`config.mk`:
```
export PLATFORM = sky130hd
export DESIGN_NAME = spi_slave_stream
export DESIGN_NICKNAME = d
export VERILOG_FILES = /design/src/rtl/spi_slave_stream.sv
export SDC_FILE = /design/constraint.sdc
export NUM_CORES = 1
export LEC_CHECK = 0
export ABC_AREA = 1
export BUFFER_PORTS_ARGS = -buffer_cell sky130_fd_sc_hd__buf_2
export CAP_MARGIN = 30
export CORE_UTILIZATION = 51
export CTS_CLUSTER_SIZE = 20
export DETAILED_ROUTE_END_ITERATION = 6
export PLACE_DENSITY = 0.75
export SLEW_MARGIN = 5
export SYNTH_ARGS = -nofsm -noshare
export SYNTH_HDL_FRONTEND = slang
export SYNTH_SLANG_ARGS = --single-unit
```
`constraint.sdc`:
```
create_clock -name clk -period 1.4 [get_ports clk]
set_input_delay 0.21 -clock clk [delete_from_list [all_inputs] [get_ports clk]]
set_output_delay 0.21 -clock clk [all_outputs]
set_load 0.01 [all_outputs]
```
`src/rtl/spi_slave_stream.sv`:
```
`default_nettype none
// ============================================================================
// Module   : spi_slave_stream
// Summary  : SPI slave with word-stream TX/RX handshakes. Configurable word
//            width, CPOL/CPHA mode and bit order. Full duplex, with
//            overrun/underrun pulses.
// Option   : define SPI_RX_FIFO_EN to queue received words in an
//            RX_FIFO_DEPTH-entry FIFO instead of a single overwrite register.
// Revision : 1.0  initial release
// ============================================================================
module spi_slave_stream #(
    parameter int DATA_W        = 8,
    parameter int CPOL          = 0,
    parameter int CPHA          = 0,
    parameter int MSB_FIRST     = 1,
    parameter int RX_FIFO_DEPTH = 4
) (
    input  logic              clk,
    input  logic              rst,
    input  logic              sck,
    input  logic              ssel,
    input  logic              mosi,
    output logic              miso,
    output logic              miso_oe,
    input  logic [DATA_W-1:0] tx_data,
    input  logic              tx_valid,
    output logic              tx_ready,
    output logic [DATA_W-1:0] rx_data,
    output logic              rx_valid,
    input  logic              rx_ready,
    output logic              busy,
    output logic              rx_overrun,
    output logic              tx_underrun
);

    localparam int          CNT_W       = (DATA_W > 2) ? $clog2(DATA_W) : 1;
    localparam logic [CNT_W-1:0] LAST_BIT = CNT_W'(DATA_W - 1);
    localparam logic        SCK_IDLE    = (CPOL != 0);
    localparam logic        SAMPLE_RISE = ((CPOL != 0) == (CPHA != 0));

    typedef enum logic [1:0] {
        ST_DISARMED = 2'd0,
        ST_IDLE     = 2'd1,
        ST_ACTIVE   = 2'd2
    } state_t;

    logic [2:0]        sck_sync;
    logic [2:0]        ssel_sync;
    logic [1:0]        mosi_sync;
    logic [1:0]        settle;
    state_t            state;
    state_t            state_nx;
    logic              frame_start;
    logic              frame_end;
    logic [CNT_W-1:0]  bit_cnt;
    logic [DATA_W-1:0] rx_sh;
    logic [DATA_W-1:0] rx_next;
    logic [DATA_W-1:0] tx_sh;
    logic [DATA_W-1:0] tx_shifted;
    logic [DATA_W-1:0] tx_hold;
    logic [DATA_W-1:0] load_word;
    logic              tx_pend;
    logic              tx_bit;

    // Reset puts the synchronisers at idle levels; settle marks when the
    // pipeline holds real pin samples rather than those reset values.
    always_ff @(posedge clk) begin
        if (rst) begin
            sck_sync  <= {3{SCK_IDLE}};
            ssel_sync <= 3'b111;
            mosi_sync <= 2'b00;
            settle    <= 2'b00;
        end else begin
            sck_sync  <= {sck_sync[1:0], sck};
            ssel_sync <= {ssel_sync[1:0], ssel};
            mosi_sync <= {mosi_sync[0], mosi};
            settle    <= {settle[0], 1'b1};
        end
    end

    wire ssel_high   = ssel_sync[1];
    wire ssel_fall   = ssel_sync[2] & ~ssel_sync[1];
    wire sck_rise    = sck_sync[1] & ~sck_sync[2];
    wire sck_fall    = ~sck_sync[1] & sck_sync[2];
    wire mosi_bit    = mosi_sync[1];
    wire in_frame    = (state == ST_ACTIVE) & ~ssel_high;
    wire sample_edge = in_frame & (SAMPLE_RISE ? sck_rise : sck_fall);
    wire shift_edge  = in_frame & (SAMPLE_RISE ? sck_fall : sck_rise);
    wire word_done   = sample_edge & (bit_cnt == LAST_BIT);
    wire tx_load     = frame_start | word_done;

    // Frame state register.
    always_ff @(posedge clk) begin
        if (rst) state <= ST_DISARMED;
        else     state <= state_nx;
    end

    // Arm only after a genuine high ssel, then track frame start/end.
    always_comb begin
        state_nx    = state;
        frame_start = 1'b0;
        frame_end   = 1'b0;
        case (state)
            ST_DISARMED: if (settle[1] && ssel_high) state_nx = ST_IDLE;
            ST_IDLE: begin
                if (ssel_fall) begin
                    state_nx    = ST_ACTIVE;
                    frame_start = 1'b1;
                end
            end
            ST_ACTIVE: begin
                if (ssel_high) begin
                    state_nx  = ST_IDLE;
                    frame_end = 1'b1;
                end
            end
            default: state_nx = ST_DISARMED;
        endcase
    end

    // Bit order only changes which end of the shift registers is used.
    generate
        if (MSB_FIRST != 0) begin : g_msb_first
            assign rx_next    = {rx_sh[DATA_W-2:0], mosi_bit};
            assign tx_shifted = {tx_sh[DATA_W-2:0], 1'b0};
            assign tx_bit     = tx_sh[DATA_W-1];
        end else begin : g_lsb_first
            assign rx_next    = {mosi_bit, rx_sh[DATA_W-1:1]};
            assign tx_shifted = {1'b0, tx_sh[DATA_W-1:1]};
            assign tx_bit     = tx_sh[0];
        end
    endgenerate

    assign load_word   = tx_valid ? tx_data : '0;
    assign tx_ready    = tx_load & tx_valid & ~rst;
    assign tx_underrun = tx_load & ~tx_valid & ~rst;
    assign busy        = (state == ST_ACTIVE);
    assign miso_oe     = busy;
    assign miso        = busy & tx_bit;

    // TX path: a loaded word waits in tx_hold until the next shift edge,
    // except the first word in CPHA=0 which must be on miso immediately.
    always_ff @(posedge clk) begin
        if (rst || frame_end) begin
            tx_sh   <= '0;
            tx_hold <= '0;
            tx_pend <= 1'b0;
        end else if (frame_start) begin
            if (CPHA == 0) begin
                tx_sh <= load_word;
            end else begin
                tx_hold <= load_word;
                tx_pend <= 1'b1;
            end
        end else begin
            if (word_done) begin
                tx_hold <= load_word;
                tx_pend <= 1'b1;
            end
            if (shift_edge) begin
                if (tx_pend) begin
                    tx_sh   <= tx_hold;
                    tx_pend <= 1'b0;
                end else begin
                    tx_sh <= tx_shifted;
                end
            end
        end
    end

    // RX shift register and bit counter; partial words die with the frame.
    always_ff @(posedge clk) begin
        if (rst || frame_end || frame_start) begin
            rx_sh   <= '0;
            bit_cnt <= '0;
        end else if (sample_edge) begin
            rx_sh   <= rx_next;
            bit_cnt <= (bit_cnt == LAST_BIT) ? '0 : bit_cnt + 1'b1;
        end
    end

`ifdef SPI_RX_FIFO_EN
    localparam int AW = (RX_FIFO_DEPTH > 1) ? $clog2(RX_FIFO_DEPTH) : 1;

    logic [DATA_W-1:0] fifo_mem [RX_FIFO_DEPTH];
    logic [AW:0]       wr_ptr;
    logic [AW:0]       rd_ptr;

    wire fifo_full = (wr_ptr[AW] != rd_ptr[AW]) && (wr_ptr[AW-1:0] == rd_ptr[AW-1:0]);
    wire fifo_pop  = rx_valid & rx_ready;
    wire fifo_push = word_done & (~fifo_full | fifo_pop);

    assign rx_valid = (wr_ptr != rd_ptr);
    assign rx_data  = fifo_mem[rd_ptr[AW-1:0]];

    // RX FIFO: a push into a full FIFO is accepted only alongside a pop.
    always_ff @(posedge clk) begin
        if (rst) begin
            wr_ptr     <= '0;
            rd_ptr     <= '0;
            rx_overrun <= 1'b0;
            for (int i = 0; i < RX_FIFO_DEPTH; i++) fifo_mem[i] <= '0;
        end else begin
            rx_overrun <= word_done & fifo_full & ~fifo_pop;
            if (fifo_push) begin
                fifo_mem[wr_ptr[AW-1:0]] <= rx_next;
                wr_ptr                   <= wr_ptr + 1'b1;
            end
            if (fifo_pop) rd_ptr <= rd_ptr + 1'b1;
        end
    end
`else
    // Single output register: a new word always wins; losing an unread one
    // raises the overrun pulse.
    always_ff @(posedge clk) begin
        if (rst) begin
            rx_data    <= '0;
            rx_valid   <= 1'b0;
            rx_overrun <= 1'b0;
        end else begin
            rx_overrun <= 1'b0;
            if (word_done) begin
                rx_data    <= rx_next;
                rx_valid   <= 1'b1;
                rx_overrun <= rx_valid & ~rx_ready;
            end else if (rx_valid && rx_ready) begin
                rx_valid <= 1'b0;
            end
        end
    end
`endif

endmodule
`default_nettype wire

```
; Word-level counts from Yosys, hierarchy flattened
; Cells that the tools add are included.
[classes]
add_sub_neg = 1
mux = 19
n_bitwise = 22
reduce_logical = 10
eq_ne = 6
[ops]
columns = operator, count
row1 = 8-bit two-way mux, 4
row2 = 1-bit bitwise AND, 13
row3 = 1-bit two-way mux, 10
row4 = 1-bit inverter, 8
row5 = 2-bit two-way mux, 3
row6 = 2-bit case mux with 3 select lines, 1
row7 = "2-bit != test, second input constant", 2
row8 = 2-bit nonzero test, 2
row9 = "3-bit by 1-bit adder with 3-bit output, second input constant", 1
row10 = "3-bit == test, second input constant", 1
row11 = 3-bit two-way mux, 1
row12 = 3-bit AND reduction, 1
row13 = "2-bit by 1-bit == test with 1-bit output, second input constant", 1
row14 = "2-bit == test, second input constant", 1
row15 = 1-bit logical AND, 2
row16 = 2-bit logical NOT, 1
row17 = 1-bit logical OR, 2
row18 = "2-bit by 1-bit != test with 1-bit output, second input constant", 1
row19 = 2-bit AND reduction, 1
row20 = 2-bit OR reduction, 1
row21 = 1-bit bitwise OR, 1
[word_totals]
word_cells = 72
inputBits = 15
output_inout_bits = 15
register_bits = 49

; Logic depth before layout (Yosys ltp)
[logic_depth]
word_depth = 7
mapped_depth = 8
depth_no_buf = 8

; Worst setup path before layout
; OpenSTA, ideal clock, no wires.
[synth_path]
kind = reg-to-output
from = register bit_cnt[0]
to = output port tx_ready
path_slack_ns = -0.104
path_buffers = 2
t_required_ns = 1.190
stages_incl_launch_ff = 9
t_arrival_ns = 1.294
cell_sequence = dfxtp_1 > ha_1 > ha_1 > clkbuf_1 > nand2_2 > buf_6 > nand2_1 > inv_2 > nor2_1
[synth_between]
elab_chain_cells = 5
[synth_rtl]
columns = item, line
row1 = "start, declared", 55  ; logic [CNT_W-1:0] bit_cnt;
row2 = "start signal, assigned", 178  ; bit_cnt <= (bit_cnt == LAST_BIT) ? '0 : bit_cnt + 1'b1;
row3 = 3-bit == test, 89  ; wire word_done = sample_edge & (bit_cnt == LAST_BIT);
row4 = 1-bit bitwise AND, 89
row5 = 1-bit bitwise OR, 90  ; wire tx_load = frame_start | word_done;
row6 = 1-bit bitwise AND (2 in series), 135  ; assign tx_ready = tx_load & tx_valid & ~rst;
row7 = "end, declared", 27  ; output logic tx_ready,
; Every way passes these cells.

; Final worst setup path
[layout_path]
from = register ssel_sync[1]
to = output port tx_underrun
[layout_between]
elab_chain_cells = 7
elab_cells_between_ends = 10
classes_between = 2 x mux / 8 x bitwise
[layout_rtl]
columns = item, line
row1 = "start, declared", 48  ; logic [2:0] ssel_sync;
row2 = "start signal, assigned", 75  ; ssel_sync <= {ssel_sync[1:0], ssel};
row3 = 1-bit inverter *, "82, 86"
row4 = "1-bit bitwise AND, on equally long branches", "82, 86"
row5 = 1-bit two-way mux / 1-bit bitwise AND (equally long branches), "106, 87"
row6 = 1-bit two-way mux / 1-bit bitwise AND (equally long branches), "103, 89"
row7 = 1-bit bitwise OR *, 90
row8 = 1-bit bitwise AND * (2 in series), 136  ; assign tx_underrun = tx_load & ~tx_valid & ~rst;
row9 = "end, declared", 33  ; output logic tx_underrun
; Mark *: on every way between the ends. The rest lies on a longest branch, timed or not.

==> metrics.txt <==
crit end category output port; Final min period about 1.5 ns; share of cells above drive strength 1 a little over a fifth; Synth Cell Area roughly 2300 sq um; Area Growth Syn to Fin 21.5%; Vias/cell around 4.7; setup_tns -0.172 ns; Die Span Y between 60 and 70 um; post-synthesis mux area share 0%; Worst Hold Slack about 0.095 ns; core area about 4100 sq um; Tcrit/Tclk final 106%; Worst Path Arrival around 1.3 ns; post-synthesis adder-cell area fraction under 10%; Slew Limit Fails 0; GRT Resource Usage Total a little under a quarter; worst rel slew slack a little under 80%; critical path type reg -> out; vias in the first global route roughly 1900; syn nets roughly 370; CTS clk-pin slew, worst paths approximately 0.070 ns; worst clock skew approximately 0.012 ns; first-pass GRT wire length about 8100 um; peak fanout along the critical path 3; CP Cell Sequence inv_2 -> nand3_4 -> nor2_4 -> nand2_4 -> nand2_2 -> inv_2 -> nor2_2 -> buf_2; Primary FF master, synth dfxtp_1; simple-gate area share of the yosys netlist 38.8%; RSZ-0062 raised after global routing true; CTS buffer count 5; drt wl/cell 10.9 um; R2R setup slack 0.06 ns; biggest cell delay along the critical path between 0.3 and 0.4 ns; Post-CTS Hold Buffers 0; Final ANT Viol Nets 0; Compound-Gate Fraction of Synth Area around 3.7%; #FFs+latches synth 49; Worst-Margin Slew between 0.3 and 0.4 ns; Most common cell on crit path inv_2; Max Freq between 600 and 700 MHz; final wirelength approximately 4800 um; synth warn 0; routed via count 2103; PD cells a little under 900 nW/um^2; failing checks negative setup slack; clk root buf clkbuf_8; Ports 30; Worst EP required about 1.2 ns; # H-tree levels 2; Worst IR Drop VDD 864 uV; Layout Nets 411; Cells after Synth 348; Leak about 1.3 nW; pin count of the biggest net entering global routing 24; top cells by area, synth dfxtp_1 (43%), nand2_1 (19%), inv_1 (9.3%), nor2_1 (9.0%), nand3_1 (6.4%); Setup violations, final 2; post-DP HPWL 3310 um; First DRT Iteration DRCs roughly 120; Buf+Inv Stages, Crit Path 3; CTS tree yes; Post-synth ARST share 0%; largest family of logic cells by synthesized area simple AND/OR/NAND/NOR gates; Post-synth EDFFs 0; total die area 4700 sq um; drt pass-1 iters 4; initial antenna violation count 0; top cells by count, synth nand2_1 (113), inv_1 (56), nor2_1 (54); Skew-Pair Late Insertion Delay 0.30 ns; xor and xnor area share after synthesis 0%; Ant. Diodes 0; Starting Density a little over half; Die Span X slightly below 70 um; Final Hold Viols 0; Clock Path Buffers 2; Yosys top cell area share between 40% and 50%; num rows 23; Synth area leader dfxtp_1; Critical Path Slowest Stage Cell dfxtp_2; crit-path leading delay family simple AND/OR/NAND/NOR gates; total grt overflow 0; # DRC 0; sink count of the clock tree 49; Hold Path Class in -> reg; IO buf count 29; Final Wtd Congestion between 0.7 and 0.8; CP Launch Type flip-flop; Distinct cells, synth 20; most frequent cell after synthesis nand2_1; outcome finished with violations; Post-Syn Area per Cell ~6.5 sq um; fin worst setup slack -0.0859 ns; Seq/Total Area, Yosys between 40% and 50%; Max Cap Viol 0
state kept, by name (all words and copies together), names as in the netlist, 2 cells and up:
register   flops
bit_cnt        3
mosi_sync      2
rx_data        8
rx_sh          7
sck_sync       3
settle         2
ssel_sync      3
state          2
tx_hold        8
tx_sh          8
per-layer routing:
| metal | global-route usage (%) | vias up | part of all wire (%) |
|---|---|---|---|
| met1 | 27.5 | 936 | 45 |
| li1 | - | 1116 | - |
| met3 | 4.61 | 5 | 3.9 |
| met5 | 0 | - | 0 |
| met4 | 6.77 | 0 | 1.2 |
| met2 | 41.9 | 46 | 50 |
power by group:
part	total [mW]	internal, mW	leakage [nW]	switching, mW
Clock	0.838	0.393	0.0443	0.445
Combinational	0.177	0.0724	0.897	0.104
Sequential	1.42	1.41	0.399	0.0124
Total	2.44	1.88	1.34	0.562
cell usage in the layout, fill, tap and decap left out, drive strengths merged:
| master | n |
|---|---|
| nand3b | 2 |
| a21oi | 12 |
| buf | 51 |
| nand3 | 30 |
| nor2 | 58 |
| o21ai | 3 |
| dfxtp | 49 |
| ha | 2 |
| clkbuf | 8 |
| or2 | 3 |
| nand2 | 117 |
| inv | 58 |
| o211ai | 1 |
final cells by class:
class / count / area [sq um]
clock buffers: 7 / 86.3
fillers: 393 / 1370
inverters: 58 / 223
multi-input cells: 228 / 1030
flip-flops and latches: 49 / 992
well taps: 50 / 62.6
repair buffers: 52 / 348
what timing repair did:
| action | in CTS | in global routing |
|---|---|---|
| setup buffers | 7 | 0 |
| gates resized for setup | 14 | 9 |
| pin swaps | 2 | 0 |
| hold endpoints to repair | 0 | 0 |
| gates cloned | 0 | 1 |
| endpoints found under the setup margin | 4 | 13 |
cells by family after synthesis:
kind of cell	Yosys count
buf+inv	71
simple gates	210
flops	49
compound gates	16
fa+ha+maj	2
stage by stage:
step | cell area, sq um | std cells | setup WS, ns | power, mW | util [%]
6_report | 2750 | 444 | -0.0859 | 2.44 | 66.7
5_1_grt | 2750 | 444 | -0.169 | 2.54 | 66.7
4_1_cts | 2710 | 444 | -0.0971 | 2.45 | 65.8
3_5_place_dp | 2520 | 430 | 0.0623 | 1.62 | 61.3
3_3_place_gp | 2520 | 430 | 0.109 | 1.62 | 61.3
2_1_floorplan | 2260 | 348 | -0.0235 | 1.56 | -
worst paths after layout:
kind | start | endpoint | depth (start not counted)
worst max register to register | ssel_sync[1]$_SDFF_PP1_ | tx_hold[6]$_SDFFE_PP0P_ | 10
worst min-delay path | ssel | ssel_sync[0]$_SDFF_PP1_ | 2
worst max-delay path | ssel_sync[1]$_SDFF_PP1_ | tx_underrun | 8
worst min register to register | sck_sync[0]$_SDFF_PP0_ | sck_sync[1]$_SDFF_PP0_ | 2
Power figures use the tool's default switching activity.
